File: config.mk
export PLATFORM = sky130hd
export DESIGN_NAME = filter_decim_fifo
export DESIGN_NICKNAME = d
export VERILOG_FILES = /design/src/rtl/filter_pkg.sv /design/src/rtl/sync_fifo.sv /design/src/rtl/filter_decim_fifo.sv
export SDC_FILE = /design/constraint.sdc
export NUM_CORES = 1
export LEC_CHECK = 0
export CAP_MARGIN = 30
export CELL_PAD_IN_SITES_DETAIL_PLACEMENT = 1
export CELL_PAD_IN_SITES_GLOBAL_PLACEMENT = 1
export CORE_UTILIZATION = 46
export CTS_BUF_LIST = sky130_fd_sc_hd__clkbuf_16
export DETAILED_ROUTE_END_ITERATION = 16
export HOLD_SLACK_MARGIN = 0.02
export PLACE_DENSITY = 0.8
export SLEW_MARGIN = 15
export SYNTH_ARGS = -nofsm -noshare
export SYNTH_HDL_FRONTEND = slang
export SYNTH_SLANG_ARGS = --single-unit
File: constraint.sdc
create_clock -name clk -period 2.7 [get_ports clk]
set_input_delay 0.54 -clock clk [delete_from_list [all_inputs] [get_ports clk]]
set_output_delay 0.54 -clock clk [all_outputs]
set_load 0.01 [all_outputs]
File: src/rtl/filter_pkg.sv
// -----------------------------------------------------------------------------
// filter_pkg
// Definitions shared by the blocks of the filter chain:
//   DW          - sample width of the filter datapath
//   sample_t    - signed two's complement sample type
//   fifo_cnt_w  - width needed to hold a FIFO occupancy of 0..depth
// -----------------------------------------------------------------------------
package filter_pkg;

    localparam int DW = 16;

    typedef logic signed [DW-1:0] sample_t;

    // An occupancy of 0..depth needs one bit more than the pointer width.
    function automatic int fifo_cnt_w(input int depth);
        return $clog2(depth) + 1;
    endfunction

endpackage

File: src/rtl/sync_fifo.sv
// -----------------------------------------------------------------------------
// sync_fifo
// Single-clock first-word-fall-through FIFO. The head entry is visible on
// o_dout whenever the FIFO is non-empty; a pop advances to the next entry.
// A push while full is accepted only when a pop happens on the same edge.
// Ports:
//   clk      - clock, rising edge
//   reset    - asynchronous active-high reset (empties the FIFO)
//   i_push   - write i_din this edge
//   i_din    - write data
//   i_pop    - consume the head entry this edge (ignored when empty)
//   o_dout   - head entry, zero when empty
//   o_full   - occupancy equals DEPTH
//   o_empty  - occupancy is zero
//   o_count  - occupancy, 0..DEPTH
// -----------------------------------------------------------------------------
module sync_fifo
    import filter_pkg::*;
#(
    parameter int WIDTH = 16,
    parameter int DEPTH = 8,
    localparam int AW   = $clog2(DEPTH),
    localparam int CW   = fifo_cnt_w(DEPTH)
) (
    input  logic             clk,
    input  logic             reset,
    input  logic             i_push,
    input  logic [WIDTH-1:0] i_din,
    input  logic             i_pop,
    output logic [WIDTH-1:0] o_dout,
    output logic             o_full,
    output logic             o_empty,
    output logic [CW-1:0]    o_count
);

    logic [WIDTH-1:0] r_mem [DEPTH];
    logic [AW-1:0]    r_wr_ptr;
    logic [AW-1:0]    r_rd_ptr;
    logic [CW-1:0]    r_count;

    logic w_full;
    logic w_empty;
    logic w_rd;
    logic w_wr;

    assign w_full  = (r_count == CW'(DEPTH));
    assign w_empty = (r_count == '0);
    assign w_rd    = i_pop && !w_empty;
    // A pop on the same edge frees the slot, so a full FIFO still accepts.
    assign w_wr    = i_push && (!w_full || w_rd);

    // Pointers are AW bits wide and DEPTH is a power of two, so they wrap
    // modulo DEPTH on their own.
    always_ff @(posedge clk or posedge reset) begin
        if (reset) begin
            r_wr_ptr <= '0;
            r_rd_ptr <= '0;
            r_count  <= '0;
        end else begin
            if (w_wr) r_wr_ptr <= r_wr_ptr + 1'b1;
            if (w_rd) r_rd_ptr <= r_rd_ptr + 1'b1;
            case ({w_wr, w_rd})
                2'b10:   r_count <= r_count + 1'b1;
                2'b01:   r_count <= r_count - 1'b1;
                default: r_count <= r_count;
            endcase
        end
    end

    // Storage carries no reset; stale entries are unreachable once the
    // pointers and count are cleared.
    always_ff @(posedge clk) begin
        if (w_wr) r_mem[r_wr_ptr] <= i_din;
    end

    assign o_dout  = w_empty ? '0 : r_mem[r_rd_ptr];
    assign o_full  = w_full;
    assign o_empty = w_empty;
    assign o_count = r_count;

endmodule

File: src/rtl/filter_decim_fifo.sv
// -----------------------------------------------------------------------------
// filter_decim_fifo
// Keeps every DECIM-th enabled sample from the FIR output (the one arriving at
// phase PHASE) and buffers it in a FWFT FIFO behind a valid/ready handshake.
// Ports:
//   clk        - clock, rising edge
//   reset      - asynchronous active-high reset
//   d          - signed sample from the filter
//   en         - d is valid this cycle
//   out_data   - signed head-of-FIFO sample
//   out_valid  - out_data holds a valid sample
//   out_ready  - consumer takes out_data this cycle
//   count      - FIFO occupancy, 0..DEPTH
//   overflow   - sticky: a kept sample was dropped because the FIFO was full
//   clr_ovf    - synchronous clear of overflow
// -----------------------------------------------------------------------------
module filter_decim_fifo #(
    parameter int DW    = filter_pkg::DW,
    parameter int DECIM = 4,
    parameter int PHASE = 0,
    parameter int DEPTH = 8
) (
    input  logic                                     clk,
    input  logic                                     reset,
    input  logic signed [DW-1:0]                     d,
    input  logic                                     en,
    output logic signed [DW-1:0]                     out_data,
    output logic                                     out_valid,
    input  logic                                     out_ready,
    output logic [filter_pkg::fifo_cnt_w(DEPTH)-1:0] count,
    output logic                                     overflow,
    input  logic                                     clr_ovf
);

    // DECIM=1 still needs a one-bit counter so the compare is well formed.
    localparam int PW = (DECIM > 1) ? $clog2(DECIM) : 1;

    logic [PW-1:0] r_phase;
    logic          r_overflow;

    logic          w_keep;
    logic          w_pop;
    logic          w_full;
    logic          w_empty;
    logic          w_ovf_evt;
    logic [DW-1:0] w_dout;

    assign w_keep = en && (r_phase == PW'(PHASE));
    assign w_pop  = out_ready && !w_empty;
    // Full with no simultaneous pop is the only case where a kept sample is lost.
    assign w_ovf_evt = w_keep && w_full && !w_pop;

    always_ff @(posedge clk or posedge reset) begin
        if (reset) begin
            r_phase <= '0;
        end else if (en) begin
            r_phase <= (r_phase == PW'(DECIM - 1)) ? '0 : r_phase + 1'b1;
        end
    end

    // Setting takes priority over clearing so an event coinciding with
    // clr_ovf is never lost.
    always_ff @(posedge clk or posedge reset) begin
        if (reset) begin
            r_overflow <= 1'b0;
        end else if (w_ovf_evt) begin
            r_overflow <= 1'b1;
        end else if (clr_ovf) begin
            r_overflow <= 1'b0;
        end
    end

    sync_fifo #(
        .WIDTH (DW),
        .DEPTH (DEPTH)
    ) u_fifo (
        .clk     (clk),
        .reset   (reset),
        .i_push  (w_keep),
        .i_din   (d),
        .i_pop   (w_pop),
        .o_dout  (w_dout),
        .o_full  (w_full),
        .o_empty (w_empty),
        .o_count (count)
    );

    assign out_data  = w_dout;
    assign out_valid = !w_empty;
    assign overflow  = r_overflow;

endmodule

; After elaboration in Yosys (flattened, before gate mapping)
; Memories as Yosys holds them, arrays and structs flattened.
; Cells that the tools add are included.
[op_classes]
n_eq_ne = 4
n_reduce_logical = 14
n_mux = 7
add_sub_neg = 5
[ops]
columns = operator, count
row1 = $mux W16, 1
row2 = $pmux W4 S2, 1
row3 = $add A3 B1 Y3 const B, 2
row4 = $logic_and A1 B1 Y1, 6
row5 = $add A4 B1 Y4 const B, 1
row6 = $eq A2 B2 Y1 const B, 2
row7 = $eq A4 B4 Y1 const B, 1
row8 = $logic_not A4 Y1, 1
row9 = $mux W1, 4
row10 = $reduce_bool A2 Y1, 2
row11 = $sub A4 B1 Y4 const B, 1
row12 = $logic_not A1 Y1, 3
row13 = $add A2 B1 Y2 const B, 1
row14 = $eq A2 B1 Y1 const B, 1
row15 = $logic_not A2 Y1, 1
row16 = $mux W2, 1
row17 = $logic_or A1 B1 Y1, 1
[totals]
out_inout_bits = 22
mem_bits_rw = 128
elab_cells = 36
memories = 1
inputBits = 21
register_bits = 13
[memory_table]
columns = name, depth, width, read_ports, rd_clocked_by_memory_dff, wr, line_no
row1 = u_fifo.r_mem, 8, 16, 1, 0, 1, sync_fifo.sv:36  ; logic [WIDTH-1:0] r_mem [DEPTH];

; Depth between registers and ports, before layout
[depth]
word_depth = 8
ltp_mapped = 11
depth_no_buf = 11

; Cells and area by module
; Synthesis repeated with hierarchy kept, for this count alone.
[hier_totals]
hier_cells = 293
hier_area_um2 = 5710.5
[by_module_without_submodules]
columns = mod, area_per_inst_um2, cells_each, instances, seq_area_each_um2
row1 = sync_fifo, 5544.1, 275, 1, 4093.9
row2 = filter_decim_fifo, 166.4, 18, 1, 75.1

; Worst setup path after synthesis
; Ideal clock, no wire load.
[synth_timing]
path_kind = reg2reg
startpoint = reg u_fifo.r_count[2] (netlist: u_fifo.o_count[2])
endpoint = mem u_fifo.r_mem[0][0], enable pin
arrival_time_ns = 2.477
setup_ns = 0.430
stages_incl_launch_ff = 5
required_ns = 2.270
slack_ns = -0.207
path_cell_list = dfrtp_1 clkbuf_2 or3_2 o21ai_0 nor4_1
[synth_between]
elab_chain_cells = 8
[synth_rtl]
columns = item, line_no
row1 = "start, declared", sync_fifo.sv:39  ; logic [CW-1:0] r_count;
row2 = "start signal, assigned", sync_fifo.sv:63  ; 2'b10: r_count <= r_count + 1'b1;
row3 = "start signal, assigned", sync_fifo.sv:64  ; 2'b01: r_count <= r_count - 1'b1;
row4 = "start signal, assigned", sync_fifo.sv:65  ; default: r_count <= r_count;
row5 = $logic_not A4 Y1, sync_fifo.sv:47  ; assign w_empty = (r_count == '0);
row6 = $logic_not A1 Y1, "sync_fifo.sv:48, filter_decim_fifo.sv:49"
row7 = $logic_and A1 B1 Y1, filter_decim_fifo.sv:49  ; assign w_pop = out_ready && !w_empty;
row8 = $logic_and A1 B1 Y1, sync_fifo.sv:48  ; assign w_rd = i_pop && !w_empty;
row9 = $logic_or A1 B1 Y1 (*), sync_fifo.sv:50  ; assign w_wr = i_push && (!w_full || w_rd);
row10 = $logic_and A1 B1 Y1 (*), sync_fifo.sv:50
row11 = $mux W1 (*), sync_fifo.sv:73  ; if (w_wr) r_mem[r_wr_ptr] <= i_din;
row12 = $mux W1 (implied by the code) (*), sync_fifo.sv:73
row13 = "end, declared", sync_fifo.sv:36
; Every way passes the cells marked *; elsewhere a longest branch is shown, timed or not.

; Worst setup path after layout
[layout_timing]
startpoint = reg u_fifo.r_count[0] (netlist: u_fifo.o_count[0])
endpoint = out out_data[0]
[layout_between]
elab_chain_cells = 2
[layout_rtl]
columns = item, line_no
row1 = $logic_not A4 Y1, sync_fifo.sv:47
row2 = $mux W16, sync_fifo.sv:76  ; assign o_dout = w_empty ? '0 : r_mem[r_rd_ptr];
row3 = "end, declared", filter_decim_fifo.sv:27  ; output logic signed [DW-1:0] out_data,
; No other way between the ends.

==> summary.md <==
The flow ran to the end, and the final reports show no timing, DRC or antenna violations. The run gives 2.50 nW as the leakage power total. The critical path starts at u_fifo.o_count[0]$_DFFE_PP0P_. After detailed placement, the design holds a cell count of 477. The quantity of hold-fixing buffers added after cts was 0; the clock input transition at the sequential cells of the worst setup and hold paths was 60 ps. For this run, the top clock speed supported by timing is 379 MHz. The floorplan die height was 113 um; the relative slew slack was 49.2%. The area added between synthesis and finish was 26.1%. The logs give 1063 for the filler cell count in the final layout and 306 for the number of nets produced by synthesis.

Across the run, the number of max-cap violations was 0. Of all nets on the critical path, the largest fanout is 6. For the number of clock sinks seen by CTS, the log shows 141. For this run, the leading register cell type out of synthesis is edfxtp_1. The data arrival time of the critical path is 2100 ps. The number of buffer cells added on primary ports is 42. The worst register-to-register path begins at u_fifo.o_count[0]$_DFFE_PP0P_. The wire length of the first global-routing pass was 19100 um; the fraction of the yosys area taken by sequential cells was 73.6%.

Entering global routing, the biggest net connects 25 pins. Counting every instance in the synthesized netlist gives 278. The synthesized netlist contains 42 unique library cells. The congestion estimate from routability-driven global placement came to 0.729. The worst clock skew is 13.8 ps, and the first-iteration detailed-routing DRC count is 278. In the post-synthesis netlist, the biggest area contributors are edfxtp_1 (68%), mux4_2 (13%), dfrtp_1 (5.7%).

Total of flip-flops plus latches after synthesis: 141. The post-route netlist has 37.0% of its cells at a drive strength greater than 1. Before CTS, the worst setup slack after placement is -155 ps. The run gives 0 as the number of setup violations in the final report. The tools report the initial antenna violation count as 0.

The nature of the critical path endpoint was an output pin. The most critical setup path has its endpoint at out_data[0]. In this run the cell area of the synthesized design comes to 0.00566 mm^2. The category of the most critical setup path was register to output pin. The wire-length estimate of the detail-placed layout is 7080 um. Counting flops with a built-in enable in the synthesized netlist gives 128. Global routing finished with a remaining overflow of 0. The synthesized area divided by synthesized cell count came out at 20.4 um^2. Summed over all instances, the cell type with the most area after synthesis is edfxtp_1. Most frequent standard cell in the layout excluding fill and tap cells: edfxtp_1. TritonCTS built the clock tree. The number of cells on the worst reg-to-reg path is 8. At the pin with the least slew margin, the transition time is 755 ps. The later pin in the worst-skew pair is clocked with a latency of 410 ps. Using the TritonRoute via totals, the vias-per-cell ratio works out to 5.66. After layout, the worst path uses 97.7% of the clock period. Across the VDD grid, the largest voltage drop is 0.514 mV. The tree is rooted in a clkbuf_16.

After detailed routing, the average wire length per cell comes to 23.7 um. Via count of the first global-routing pass: 3279. The library cells used most frequently in the layout, excluding fill and tap cells, are edfxtp_1 (128), mux4_2 (32), buf_4 (28), clkdlybuf4s50_1 (26), clkbuf_16 (17).

Measured along the x axis, the die boundary spans 113 um. The tools report the number of max-slew violations in the final report as 0. Maximum clock insertion buffer count: 2. The total routed wirelength was 12400 um; the routed via count was 2959. In this run the number of H-tree levels came out at 4. TritonCTS created 17 clock buffers.

The run gives 0 as the number of antenna diodes. Global routing used 21.2% of the available tracks across all layers. In this run the count of I/O pins placed on the die edge is 43.

The tools report the core footprint as 0.0120 mm^2. The initialized floorplan defines 40 standard-cell rows. The worst register-to-register path has a setup slack of 90 ps. In this run the worst hold path is classified as input pin to asynchronous set/reset pin.

At the end of the flow, the number of nets in the layout was 391. The top cell type's share of synthesized area came out at 67.9%. STA classifies the critical path startpoint as a register. In this run the critical register-to-register path is captured at u_fifo.o_count[3]$_DFFE_PP0P_.

The post-route worst setup slack was 61.5 ps; the post-detailed-route count of antenna-violating nets was 0. The detailed-routing iteration count for the pre-antenna-repair pass was 4; the power density of the placed cells was 1100 mW/mm^2. The initial utilization of the core area, before any placement, comes to 47.1%. The number of endpoints with negative hold slack in the final report was 0. The number of remaining DRC errors came out at 0. For the number of warning messages in the yosys log, the log shows 0. The clock period minus final worst setup slack works out to 2640 ps.

For this run, the number of standard cells in the final layout without fillers is 523. Endpoint required time on the critical path: 2160 ps. After synthesis, the share of flip-flops with an asynchronous set or reset is 9.22%.

The tools report the overall die area as 0.0128 mm^2.
==> logic make-up after synthesis <==
logic type                 count (synthesis)  synth area share (%)
and+or+nand+nor                           31                  3.34
buffers and inverters                     27                  2.74
DFF                                      141                  73.6
AOI/OAI and AO/OA                         29                  4.15
xor gates and xnor gates                   7                  1.08
muxes                                     36                  13.5
adders and majority gates                  7                  1.55
==> Yosys cell counts (2+ instances only) <==
cell type / count
edfxtp_1: 128
mux4_2: 32
dfrtp_1: 13
a22o_1: 10
inv_1: 10
ha_1: 7
a22o_2: 6
clkbuf_1: 6
nand2_1: 6
buf_6: 5
nor3_1: 5
xnor2_1: 4
buf_2: 3
mux2_2: 3
nand3_1: 3
nor4_1: 3
o21ai_0: 3
xor2_1: 3
a21oi_1: 2
nand2b_1: 2
nor2_1: 2
nor2b_1: 2
==> through the flow <==
step	power (W)	setup TNS (ps)	area [um^2]	hold WS, ps	utilization [%]
3_3_place_gp	0.00546	0	6460	518	53.8
4_1_cts	0.00783	0	7090	466	59.0
5_1_grt	0.00821	-2.76	7140	521	59.5
3_5_place_dp	0.00554	-155	6460	541	53.8
2_1_floorplan	0.00449	-9950	5670	417	-
6_report	0.00786	0	7140	457	59.5
==> layout make-up <==
class                      instances  area [um^2]  area share [%]
clock inverter                    15          130            1.82
multi-input combinational        112         1410            19.7
clock buffer                      17          425            5.96
timing repair buffer              81          785            11.0
inverter                          10         37.5           0.526
sequential                       141         4170            58.4
tap                              147          184            2.58
==> report_power, final <==
part,internal [W],switching (W),total (W)
combinational,0.00154,0.00132,0.00286
clock,0.00134,0.000853,0.00219
sequential,0.00263,0.000174,0.00280
==> critical path: stages, from the launching register on <==
cell and delay, ps:
dfrtp_1 370, or4_4 580, nor2b_4 190, buf_4 180, a22o_1 210, buf_2 150
==> worst min-delay path by stage <==
stage / end / startpoint / slack [ps] / depth (start not counted)
CTS: u_fifo.r_rd_ptr[2]$_DFFE_PP0P_ / reset / 470 / 2
floorplan: overflow$_DFFE_PP0P_ / reset / 420 / 1
global placement: overflow$_DFFE_PP0P_ / overflow$_DFFE_PP0P_ / 520 / 2
detailed placement: overflow$_DFFE_PP0P_ / overflow$_DFFE_PP0P_ / 540 / 2
global route: u_fifo.r_rd_ptr[2]$_DFFE_PP0P_ / reset / 520 / 2
finish: u_fifo.r_rd_ptr[2]$_DFFE_PP0P_ / reset / 460 / 2
==> registers in the layout, summed over array words and instances, names as in the netlist <==
register         cells
u_fifo.o_count       4
r_phase              2
u_fifo.r_rd_ptr      3
u_fifo.r_mem       128
u_fifo.r_wr_ptr      3
overflow             1
==> per-layer routing <==
metal	GRT usage, %	vias up	wire length [um]	part of all wire [%]
met3	5.25	15	553	4.5
met4	8.86	0	208	1.7
met2	35.1	95	6480	52
li1	-	1313	-	-
met5	0	-	0	0
met1	27.0	1536	5120	41
==> timing repair <==
item	4_1_cts	5_1_grt
setup endpoints to repair	16	7
setup buffers	7	4
pin swaps	2	2
resized for setup	57	8
gates cloned	4	0
(Power assumes the default switching activity.)
